--- src/rtl/sec_and_pkg.sv ---
// Shared state encoding and pair-index helpers for the masked AND gadget.
package sec_and_pkg;

    typedef enum logic [1:0] {
        ST_IDLE = 2'd0,
        ST_PA   = 2'd1,
        ST_PB   = 2'd2,
        ST_OUT  = 2'd3
    } state_e;

    function automatic int npairs(input int d);
        return d * (d - 1) / 2;
    endfunction

    // Position of pair (i,j), i<j, in the order (0,1),(0,2),..,(0,d-1),(1,2),...
    function automatic int pidx(input int i, input int j, input int d);
        return i * d - (i * (i + 1)) / 2 + (j - i - 1);
    endfunction

endpackage

--- src/rtl/sec_and_dw_if.sv ---
// Operand/result handshake bundle of the masked AND; master drives operands.
interface sec_and_dw_if #(
    parameter int W = 8,
    parameter int D = 2
);
    import sec_and_pkg::*;

    localparam int NPAIRS = npairs(D);

    logic                  clear_i;
    logic                  in_valid_i;
    logic                  in_ready_o;
    logic [W*D-1:0]        x_i;
    logic [W*D-1:0]        y_i;
    logic [W*NPAIRS-1:0]   r_i;
    logic                  out_valid_o;
    logic                  out_ready_i;
    logic [W*D-1:0]        z_o;
    logic                  busy_o;

    modport master (
        output clear_i, in_valid_i, x_i, y_i, r_i, out_ready_i,
        input  in_ready_o, out_valid_o, z_o, busy_o
    );

    modport slave (
        input  clear_i, in_valid_i, x_i, y_i, r_i, out_ready_i,
        output in_ready_o, out_valid_o, z_o, busy_o
    );

endinterface

--- src/rtl/sec_and_pair.sv ---
// One cross-share pair (i,j): registers t in phase A, then folds the mirror product into u in phase B.
module sec_and_pair #(
    parameter int W = 8
) (
    input  logic         clk,
    input  logic         rst_n,
    input  logic         clear,
    input  logic         en_a,
    input  logic         en_b,
    input  logic [W-1:0] r,
    input  logic [W-1:0] xi,
    input  logic [W-1:0] yj,
    input  logic [W-1:0] xj,
    input  logic [W-1:0] yi,
    output logic [W-1:0] u
);

    logic [W-1:0] t;

    // NOTE: state registers use non-blocking assignments so every register samples pre-edge values.
    // NOTE: the async reset clears t and u as well, so no stale share survives an aborted operation.
    always_ff @(posedge clk or negedge rst_n) begin
        if (!rst_n) begin
            t <= '0;
            u <= '0;
        end else if (clear) begin
            t <= '0;
            u <= '0;
        end else begin
            if (en_a) t <= r ^ (xi & yj);
            if (en_b) u <= t ^ (xj & yi);
        end
    end

endmodule

--- src/rtl/sec_and_dw.sv ---
// Domain-oriented masked AND over D shares of W bits, three cycles per operation.
module sec_and_dw
    import sec_and_pkg::*;
#(
    parameter int W = 8,
    parameter int D = 2
) (
    input logic         clk_i,
    input logic         rst_ni,
    sec_and_dw_if.slave bus
);

    localparam int NPAIRS = npairs(D);

    if (D < 2 || D > 4) begin : g_bad_d
        $error("sec_and_dw: share count D=%0d outside 2..4", D);
    end
    if (W < 1) begin : g_bad_w
        $error("sec_and_dw: share width W=%0d must be positive", W);
    end

    state_e       state;
    logic [W-1:0] x_q   [D];
    logic [W-1:0] y_q   [D];
    logic [W-1:0] z_q   [D];
    logic [W-1:0] z_own [D];
    logic [W-1:0] r_q   [NPAIRS];
    logic [W-1:0] u_q   [NPAIRS];
    logic [W*D-1:0] z_flat;
    logic accept;
    logic phase_a;
    logic phase_b;

    assign bus.in_ready_o  = (state == ST_IDLE) || ((state == ST_OUT) && bus.out_ready_i);
    assign bus.out_valid_o = (state == ST_OUT);
    assign bus.busy_o      = (state != ST_IDLE);
    assign accept          = bus.in_valid_i && bus.in_ready_o;
    assign phase_a         = (state == ST_PA);
    assign phase_b         = (state == ST_PB);

    // Own-domain term plus the randomness this share contributes to pairs where it is the lower index.
    always_comb begin
        for (int k = 0; k < D; k++) begin
            z_own[k] = x_q[k] & y_q[k];
            for (int j = k + 1; j < D; j++) begin
                z_own[k] = z_own[k] ^ r_q[pidx(k, j, D)];
            end
        end
    end

    // NOTE: the operand and result arrays are plain flops, so they are reset like any other state.
    always_ff @(posedge clk_i or negedge rst_ni) begin
        if (!rst_ni) begin
            state <= ST_IDLE;
            x_q   <= '{default: '0};
            y_q   <= '{default: '0};
            r_q   <= '{default: '0};
            z_q   <= '{default: '0};
        end else if (bus.clear_i) begin
            state <= ST_IDLE;
            x_q   <= '{default: '0};
            y_q   <= '{default: '0};
            r_q   <= '{default: '0};
            z_q   <= '{default: '0};
        end else if (accept) begin
            for (int k = 0; k < D; k++) begin
                x_q[k] <= bus.x_i[k*W +: W];
                y_q[k] <= bus.y_i[k*W +: W];
            end
            for (int p = 0; p < NPAIRS; p++) begin
                r_q[p] <= bus.r_i[p*W +: W];
            end
            state <= ST_PA;
        end else begin
            case (state)
                ST_PA:   state <= ST_PB;
                ST_PB: begin
                    state <= ST_OUT;
                    z_q   <= z_own;
                end
                ST_OUT:  if (bus.out_ready_i) state <= ST_IDLE;
                default: ;
            endcase
        end
    end

    for (genvar i = 0; i < D; i++) begin : g_row
        for (genvar j = i + 1; j < D; j++) begin : g_col
            sec_and_pair #(.W(W)) u_pair (
                .clk   (clk_i),
                .rst_n (rst_ni),
                .clear (bus.clear_i),
                .en_a  (phase_a),
                .en_b  (phase_b),
                .r     (r_q[pidx(i, j, D)]),
                .xi    (x_q[i]),
                .yj    (y_q[j]),
                .xj    (x_q[j]),
                .yi    (y_q[i]),
                .u     (u_q[pidx(i, j, D)])
            );
        end
    end

    // Result shares combine only registered values: z_q and the u registers of lower-index pairs.
    // NOTE: z_flat gets a full default before the loop so no bit is left unassigned (no latch).
    always_comb begin
        z_flat = '0;
        for (int k = 0; k < D; k++) begin
            z_flat[k*W +: W] = z_q[k];
            for (int j = 0; j < k; j++) begin
                z_flat[k*W +: W] = z_flat[k*W +: W] ^ u_q[pidx(j, k, D)];
            end
        end
    end

    assign bus.z_o = z_flat;

endmodule

--- src/flat_wrapper.sv ---
// flat-port wrapper written by rule: the top's interface ports become plain ports
module sec_and_dw_flat import sec_and_pkg::*;
#(
    parameter int W = 8,
    parameter int D = 2
)
  (clk_i, rst_ni, bus_clear_i, bus_in_valid_i, bus_x_i, bus_y_i, bus_r_i, bus_out_ready_i, bus_in_ready_o, bus_out_valid_o, bus_z_o, bus_busy_o);
  sec_and_dw_if #(.W(W), .D(D)) bus_i ();
  input logic clk_i;
  input logic rst_ni;
  input wire logic [$bits(bus_i.clear_i)-1:0] bus_clear_i;
  input wire logic [$bits(bus_i.in_valid_i)-1:0] bus_in_valid_i;
  input wire logic [$bits(bus_i.x_i)-1:0] bus_x_i;
  input wire logic [$bits(bus_i.y_i)-1:0] bus_y_i;
  input wire logic [$bits(bus_i.r_i)-1:0] bus_r_i;
  input wire logic [$bits(bus_i.out_ready_i)-1:0] bus_out_ready_i;
  output wire logic [$bits(bus_i.in_ready_o)-1:0] bus_in_ready_o;
  output wire logic [$bits(bus_i.out_valid_o)-1:0] bus_out_valid_o;
  output wire logic [$bits(bus_i.z_o)-1:0] bus_z_o;
  output wire logic [$bits(bus_i.busy_o)-1:0] bus_busy_o;
  assign bus_i.clear_i = bus_clear_i;
  assign bus_i.in_valid_i = bus_in_valid_i;
  assign bus_i.x_i = bus_x_i;
  assign bus_i.y_i = bus_y_i;
  assign bus_i.r_i = bus_r_i;
  assign bus_i.out_ready_i = bus_out_ready_i;
  assign bus_in_ready_o = bus_i.in_ready_o;
  assign bus_out_valid_o = bus_i.out_valid_o;
  assign bus_z_o = bus_i.z_o;
  assign bus_busy_o = bus_i.busy_o;
  sec_and_dw #(.W(W), .D(D)) u_core (.clk_i(clk_i), .rst_ni(rst_ni), .bus(bus_i));
endmodule
--- config.mk ---
export PLATFORM = sky130hd
export DESIGN_NAME = sec_and_dw_flat
export DESIGN_NICKNAME = d
export VERILOG_FILES = /design/src/rtl/sec_and_pkg.sv /design/src/rtl/sec_and_dw_if.sv /design/src/rtl/sec_and_pair.sv /design/src/rtl/sec_and_dw.sv /design/src/flat_wrapper.sv
export SDC_FILE = /design/constraint.sdc
export NUM_CORES = 1
export LEC_CHECK = 0
export ABC_CLOCK_PERIOD_IN_PS = 1700
export BUFFER_PORTS_ARGS = -buffer_cell sky130_fd_sc_hd__buf_2
export CORE_MARGIN = 2
export CORE_UTILIZATION = 40
export CTS_BUF_LIST = sky130_fd_sc_hd__clkbuf_4 sky130_fd_sc_hd__clkbuf_8 sky130_fd_sc_hd__clkbuf_16
export DETAILED_ROUTE_END_ITERATION = 12
export GPL_TIMING_DRIVEN = 0
export HOLD_SLACK_MARGIN = 0.03
export PLACE_DENSITY = 0.67
export SLEW_MARGIN = 5
export SYNTH_ARGS = -nofsm -noshare
export SYNTH_HDL_FRONTEND = slang
export SYNTH_HIERARCHICAL = 1
export SYNTH_SLANG_ARGS = --single-unit
--- constraint.sdc ---
create_clock -name clk_i -period 1.7 [get_ports clk_i]
set_input_delay 0 -clock clk_i [delete_from_list [all_inputs] [get_ports clk_i]]
set_output_delay 0 -clock clk_i [all_outputs]
set_load 0.005 [all_outputs]
# --- Word level (Yosys, flattened, before mapping) ---
# Index checks and enable logic that the tools add are counted.
totals:
  memories: 0
  out_inout_bits: 19
  latch_bits: 0
  ff_bits: 74
  rom_bits: 0
  ramBits: 0
classes:
  order_cmp: 0
  multipliers: 0
  shift: 0
  addsub: 0
  n_bitwise: 8
  n_reduce_logical: 11
  n_mux: 17
  eq_ne: 5
  n_div: 0
ops:
  columns: ["op", "n"]
  rows:
  - ["$mux 16", 7]
  - ["$mux 8", 6]
  - ["$and 8x8->8", 4]
  - ["$xor 8x8->8", 4]
  - ["$reduce_bool 2->1", 4]
  - ["$mux 2", 3]
  - ["$pmux 2 s3", 1]
  - ["$reduce_bool 5->1", 1]
  - ["$eq 2x2->1 const B", 2]
  - ["$ne 4x3->1 const B", 1]
  - ["$reduce_and 2->1", 2]
  - ["$eq 2x1->1 const B", 1]
  - ["$logic_and 1x1->1", 2]
  - ["$logic_not 2->1", 1]
  - ["$ne 2x2->1 const B", 1]
  - ["$logic_or 1x1->1", 1]

# --- Logic depth before layout (Yosys ltp) ---
logic_depth:
  depth_word: 6
  depth_mapped: 9
  ltp_nobuf: 4

# --- Hierarchy ---
# The synthesis kept the hierarchy.
by_module_without_submodules:
  columns: ["mod", "n_inst", "seq_area_each_um2", "area_each_um2", "cells_per_inst"]
  rows:
  - ["sec_and_dw", 1, 1451.4, 2849.0, 293]
  - ["sec_and_pair", 1, 400.4, 989.7, 85]

# --- Worst setup path before layout ---
# No wires, ideal clock.
synth_timing:
  kind: "register -> register"
  from: "register u_core.state[0]"
  to: "register u_core.g_row[0].g_col[1].u_pair.u[5]"
  arrival_time_ns: 1.471
  required_time_ns: 1.604
  path_buffers: 5
  period_less_slack_ns: 1.567
  setup_slack_ns: 0.133
  path_stages_with_launch: 10
  cell_sequence: "dfrtp_1 > buf_2 > nand2b_1 > buf_6 > inv_4 > buf_4 > buf_6 > buf_12 > nor2_2 > a311oi_2"
synth_between:
  elab_chain_len: 2
synth_lines:
  columns: ["item", "line_no", "source"]
  rows:
  - ["from (decl)", "sec_and_dw.sv:22", "state_e state;"]
  - ["from (signal assigned)", "sec_and_dw.sv:54", "state <= ST_IDLE;"]
  - ["from (signal assigned)", "sec_and_dw.sv:60", "state <= ST_IDLE;"]
  - ["from (signal assigned)", "sec_and_dw.sv:73", "state <= ST_PA;"]
  - ["$eq 2x2->1", "sec_and_dw.sv:39", "assign phase_b = (state == ST_PB);"]
  - ["named net u_core.phase_b", "sec_and_dw.sv:32", "logic phase_b;"]
  - ["$reduce_bool 2->1 (no line)", null, null]
  - ["to (signal assigned)", "sec_and_pair.sv:31", "if (en_b) u <= t ^ (xj & yi);"]
  - ["to (decl)", "sec_and_pair.sv:15", "output logic [W-1:0] u"]
# The timed path passes the listed nets, and every way through them passes these cells.
# A chain may end at the register's enable or synchronous reset.

# --- Worst setup path in the final report ---
layout_timing:
  from: "register u_core.state[0]"
  to: "register u_core.g_row[0].g_col[1].u_pair.u[6]"
layout_between:
  elab_chain_len: 2
layout_lines:
  columns: ["item", "line_no"]
  rows:
  - ["$eq 2x2->1", "sec_and_dw.sv:39"]
  - ["$reduce_bool 2->1 (no line)", null]
# Every way passes these cells.

==> results.sh <==
export IMPL_slew_violations=0
export IMPL_clkSlewWorstSetupHoldPaths_ns=0.08
export IMPL_worstSetupStartpointType="flip-flop"
export IMPL_ys_ff_latch=74
export IMPL_yosysTopAreaCell="dfrtp_1"
export IMPL_setup_violations=0
export IMPL_syn_inst=378
export IMPL_die_w_um=102.0
export IMPL_grt_pass1_vias=3339
export IMPL_fp_row_count=35
export IMPL_synth_area_top_cells="dfrtp_1 (48%), a21oi_1 (6.4%), nand3_2 (5.2%)"
export IMPL_numClockSinks=74
export IMPL_total_power_uw=4302
export IMPL_tns_ns=0
export IMPL_cts_root_buffer="clkbuf_8"
export IMPL_ys_types=32
export IMPL_grt_overflow=0
export IMPL_tightestPinTransition_ns=0.6848
export IMPL_powerDensity_nw_per_um2=858.3
export IMPL_port_buffers=63
export IMPL_worst_r2r_path_depth=8
export IMPL_r2r_slack_ns=0.09
export IMPL_grt_util_all_layers_pct=21.60
export IMPL_crit_slowest_cell="dfrtp_1"
export IMPL_fin_area_um2=5012
export IMPL_ant_nets=0
export IMPL_crit_arrival_ns=1.87
export IMPL_cts_tree="built"
export IMPL_cts_buffers=9
export IMPL_grt_pass1_wl_um=16910
export IMPL_syn_nets=423
export IMPL_fin_crit_ns=1.606
export IMPL_required_ns=1.96
export IMPL_post_cts_buffers=0
export IMPL_drt_iter0_markers=227
export IMPL_r2r_end="u_core/g_row[0].g_col[1].u_pair/u[6]$_DFFE_PN0P_"
export IMPL_dieHeight_um=102.0
export IMPL_cap_violations=0
export IMPL_path_cells="buf_2 > nand2b_1 > buf_6 > inv_8 > buf_8 > buf_12 > nor2_2 > a311oi_2"
export IMPL_gp_congestion=0.8402
export IMPL_coreArea_um2=9284
export IMPL_drc_errors=0
export IMPL_max_clock_path_buffers=2
export IMPL_avgSynthCellArea_um2=10.16
export IMPL_fp_dieArea_um2=10400
export IMPL_h_tree_depth=3
export IMPL_rsz0062_at_grt="no"
export IMPL_n_fill_cell=850
export IMPL_worstSkewPairLatency_ns=0.35
export IMPL_dp_hpwl_um=7176
export IMPL_grt_max_degree=42
export IMPL_period_share_pct=94.45
export IMPL_n_antenna_cell=0
export IMPL_relSlewSlack_pct=54.35
export IMPL_criticalPathCategory="reg -> reg"
export IMPL_first_pass_iters=4
export IMPL_antenna_found_initial=0
export IMPL_drive_gt1_share_pct=30.68
export IMPL_outcome="finished, final reports clean"
export IMPL_synth_top_area_share_pct=48.24
export IMPL_synth_warnings=6
export IMPL_synthToLayoutAreaGrowth_pct=30.57
export IMPL_cpPeakStageDelay_ns=0.36
export IMPL_layout_nets=542
export IMPL_cp_end_kind="flip-flop"
export IMPL_leakage_uw=0.002190
export IMPL_wirelength_um=10620
export IMPL_place_area_um2=4338
export IMPL_netlist_area_um2=3839
export IMPL_peakVddDrop_v=0.0004462
export IMPL_wl_per_cell_um=16.83
export IMPL_fin_skew_ns=0.009756
export IMPL_ioPinCount=64
export IMPL_viasPerCell=5.345
export IMPL_hp_class="in -> async"
export IMPL_num_vias=3373
export IMPL_max_clock_freq_mhz=622.8
export IMPL_timing_rr_start="u_core/state[0]$_DFFE_PN0P_"
export IMPL_initial_core_util_pct=41.35
export IMPL_hold_violations=0
export IMPL_cp_max_fo=16
export IMPL_yosysSeqAreaShare_pct=48.24
cell families after synthesis:
| group | count (synthesis) | synth area share [%] |
|---|---|---|
| XOR/XNOR | 16 | 3.650 |
| buffers and inverters | 42 | 7.986 |
| flip-flops | 74 | 48.24 |
| AO/OA/AOI/OAI | 129 | 21.81 |
| AND/OR/NAND/NOR | 117 | 18.32 |
timing repair:
| action | in CTS | in global routing |
|---|---|---|
| hold buffers | 45 | 0 |
| cloned | 0 | 0 |
| endpoints found under the hold margin | 122 | 0 |
| gates resized for setup | 0 | 11 |
| setup endpoints to repair | 2 | 15 |
per-layer routing:
layer / wire length (µm) / vias to the layer above / track usage (%)
li1: - / 1597 / -
met1: 4729 / 1676 / 28.57
met2: 5286 / 88 / 36.18
met3: 436 / 12 / 3.420
met4: 167 / 0 / 7.692
met5: 0 / - / 0
area by class of cell:
type	count	area [µm²]	area share [%]
Buffer	40	301.5	6.016
Clock buffer	11	138.9	2.771
Clock inverter	5	78.83	1.573
Inverter	1	11.26	0.2247
Multi-Input combinational cell	262	1680	33.52
Sequential cell	74	1852	36.94
Tap cell	129	161.4	3.220
Timing Repair Buffer	109	788.3	15.73
placed cells by master, fill, tap and decap left out, drive strengths merged, types with 16 or more instances in the layout:
master | Yosys | routed
nand2 | 18 | 18
nor2 | 25 | 25
nand3 | 49 | 49
clkbuf | 15 | 26
xor2 | 16 | 16
o21ai | 40 | 40
dfrtp | 74 | 74
dlygate4sd3 | 0 | 45
buf | 26 | 89
a311oi | 16 | 16
a21bo | 16 | 16
nand3b | 16 | 16
a21oi | 49 | 49
Yosys cell counts:
library cell	count
a211oi_1	8
a21bo_1	7
a21bo_2	9
a21oi_1	49
a311oi_1	11
a311oi_2	5
and2_1	1
and4_1	1
buf_12	2
buf_2	6
buf_4	9
buf_6	9
clkbuf_1	11
clkbuf_2	4
dfrtp_1	74
inv_4	1
nand2_1	18
nand2b_1	1
nand3_1	29
nand3_2	20
nand3b_1	16
nand4_1	1
nor2_1	21
nor2_2	4
nor2b_1	1
nor3_1	1
nor3b_2	1
o21ai_0	33
o21ai_1	7
or2_2	1
or3b_1	1
xor2_1	16
flip-flops by register name (all words and copies together) (netlist names):
signal	flops
u_core/x_q	16
u_core/r_q	8
u_core/state	2
u_core/bus.z_o	8
u_core/z_q	8
u_core/g_row.g_col.u_pair/u	8
u_core/g_row.g_col.u_pair/t	8
u_core/y_q	16
stage by stage:
stage / hold WS (ns) / utilization (%) / std cells / setup slack [ns]
finish: 0.1505 / 53.99 / 631 / 0.09437
global route: 0.1919 / 53.99 / 631 / 0.01139
CTS: 0.1414 / 53.84 / 631 / 0.01127
detailed placement: -0.01484 / 46.73 / 571 / -0.07482
global placement: 0.2627 / 46.48 / 570 / -0.04696
floorplan: -0.2956 / - / 378 / 0.1334
power breakdown:
part / total, µW / leakage (µW) / internal, µW / switching [µW]
Clock: 1520 / 0.000114 / 858 / 661
Combinational: 781 / 0.00107 / 387 / 394
Sequential: 2000 / 0.00100 / 1880 / 126
how the worst max path moves through the flow:
stage                                     start                                          endpoint  slack [ns]  depth (start not counted)
CTS                 u_core/state[0]$_DFFE_PN0P_  u_core/g_row[0].g_col[1].u_pair/u[6]$_DFFE_PN0P_        0.01                          8
finish              u_core/state[0]$_DFFE_PN0P_  u_core/g_row[0].g_col[1].u_pair/u[6]$_DFFE_PN0P_        0.09                          8
floorplan           u_core/state[0]$_DFFE_PN0P_  u_core/g_row[0].g_col[1].u_pair/u[5]$_DFFE_PN0P_        0.13                          9
detailed placement  u_core/state[0]$_DFFE_PN0P_  u_core/g_row[0].g_col[1].u_pair/u[6]$_DFFE_PN0P_       -0.07                          9
global route        u_core/state[0]$_DFFE_PN0P_  u_core/g_row[0].g_col[1].u_pair/u[6]$_DFFE_PN0P_        0.01                          8
global placement    u_core/state[0]$_DFFE_PN0P_  u_core/g_row[0].g_col[1].u_pair/u[6]$_DFFE_PN0P_       -0.05                          9
critical path, delay by kind of cell, from the launching register on:
kind	cells	cell delay, ns
AOI/OAI and AO/OA	1	0.23
buffers and inverters	5	0.71
DFF	1	0.36
and+or+nand+nor	2	0.21
Power figures use the tool's default switching activity.
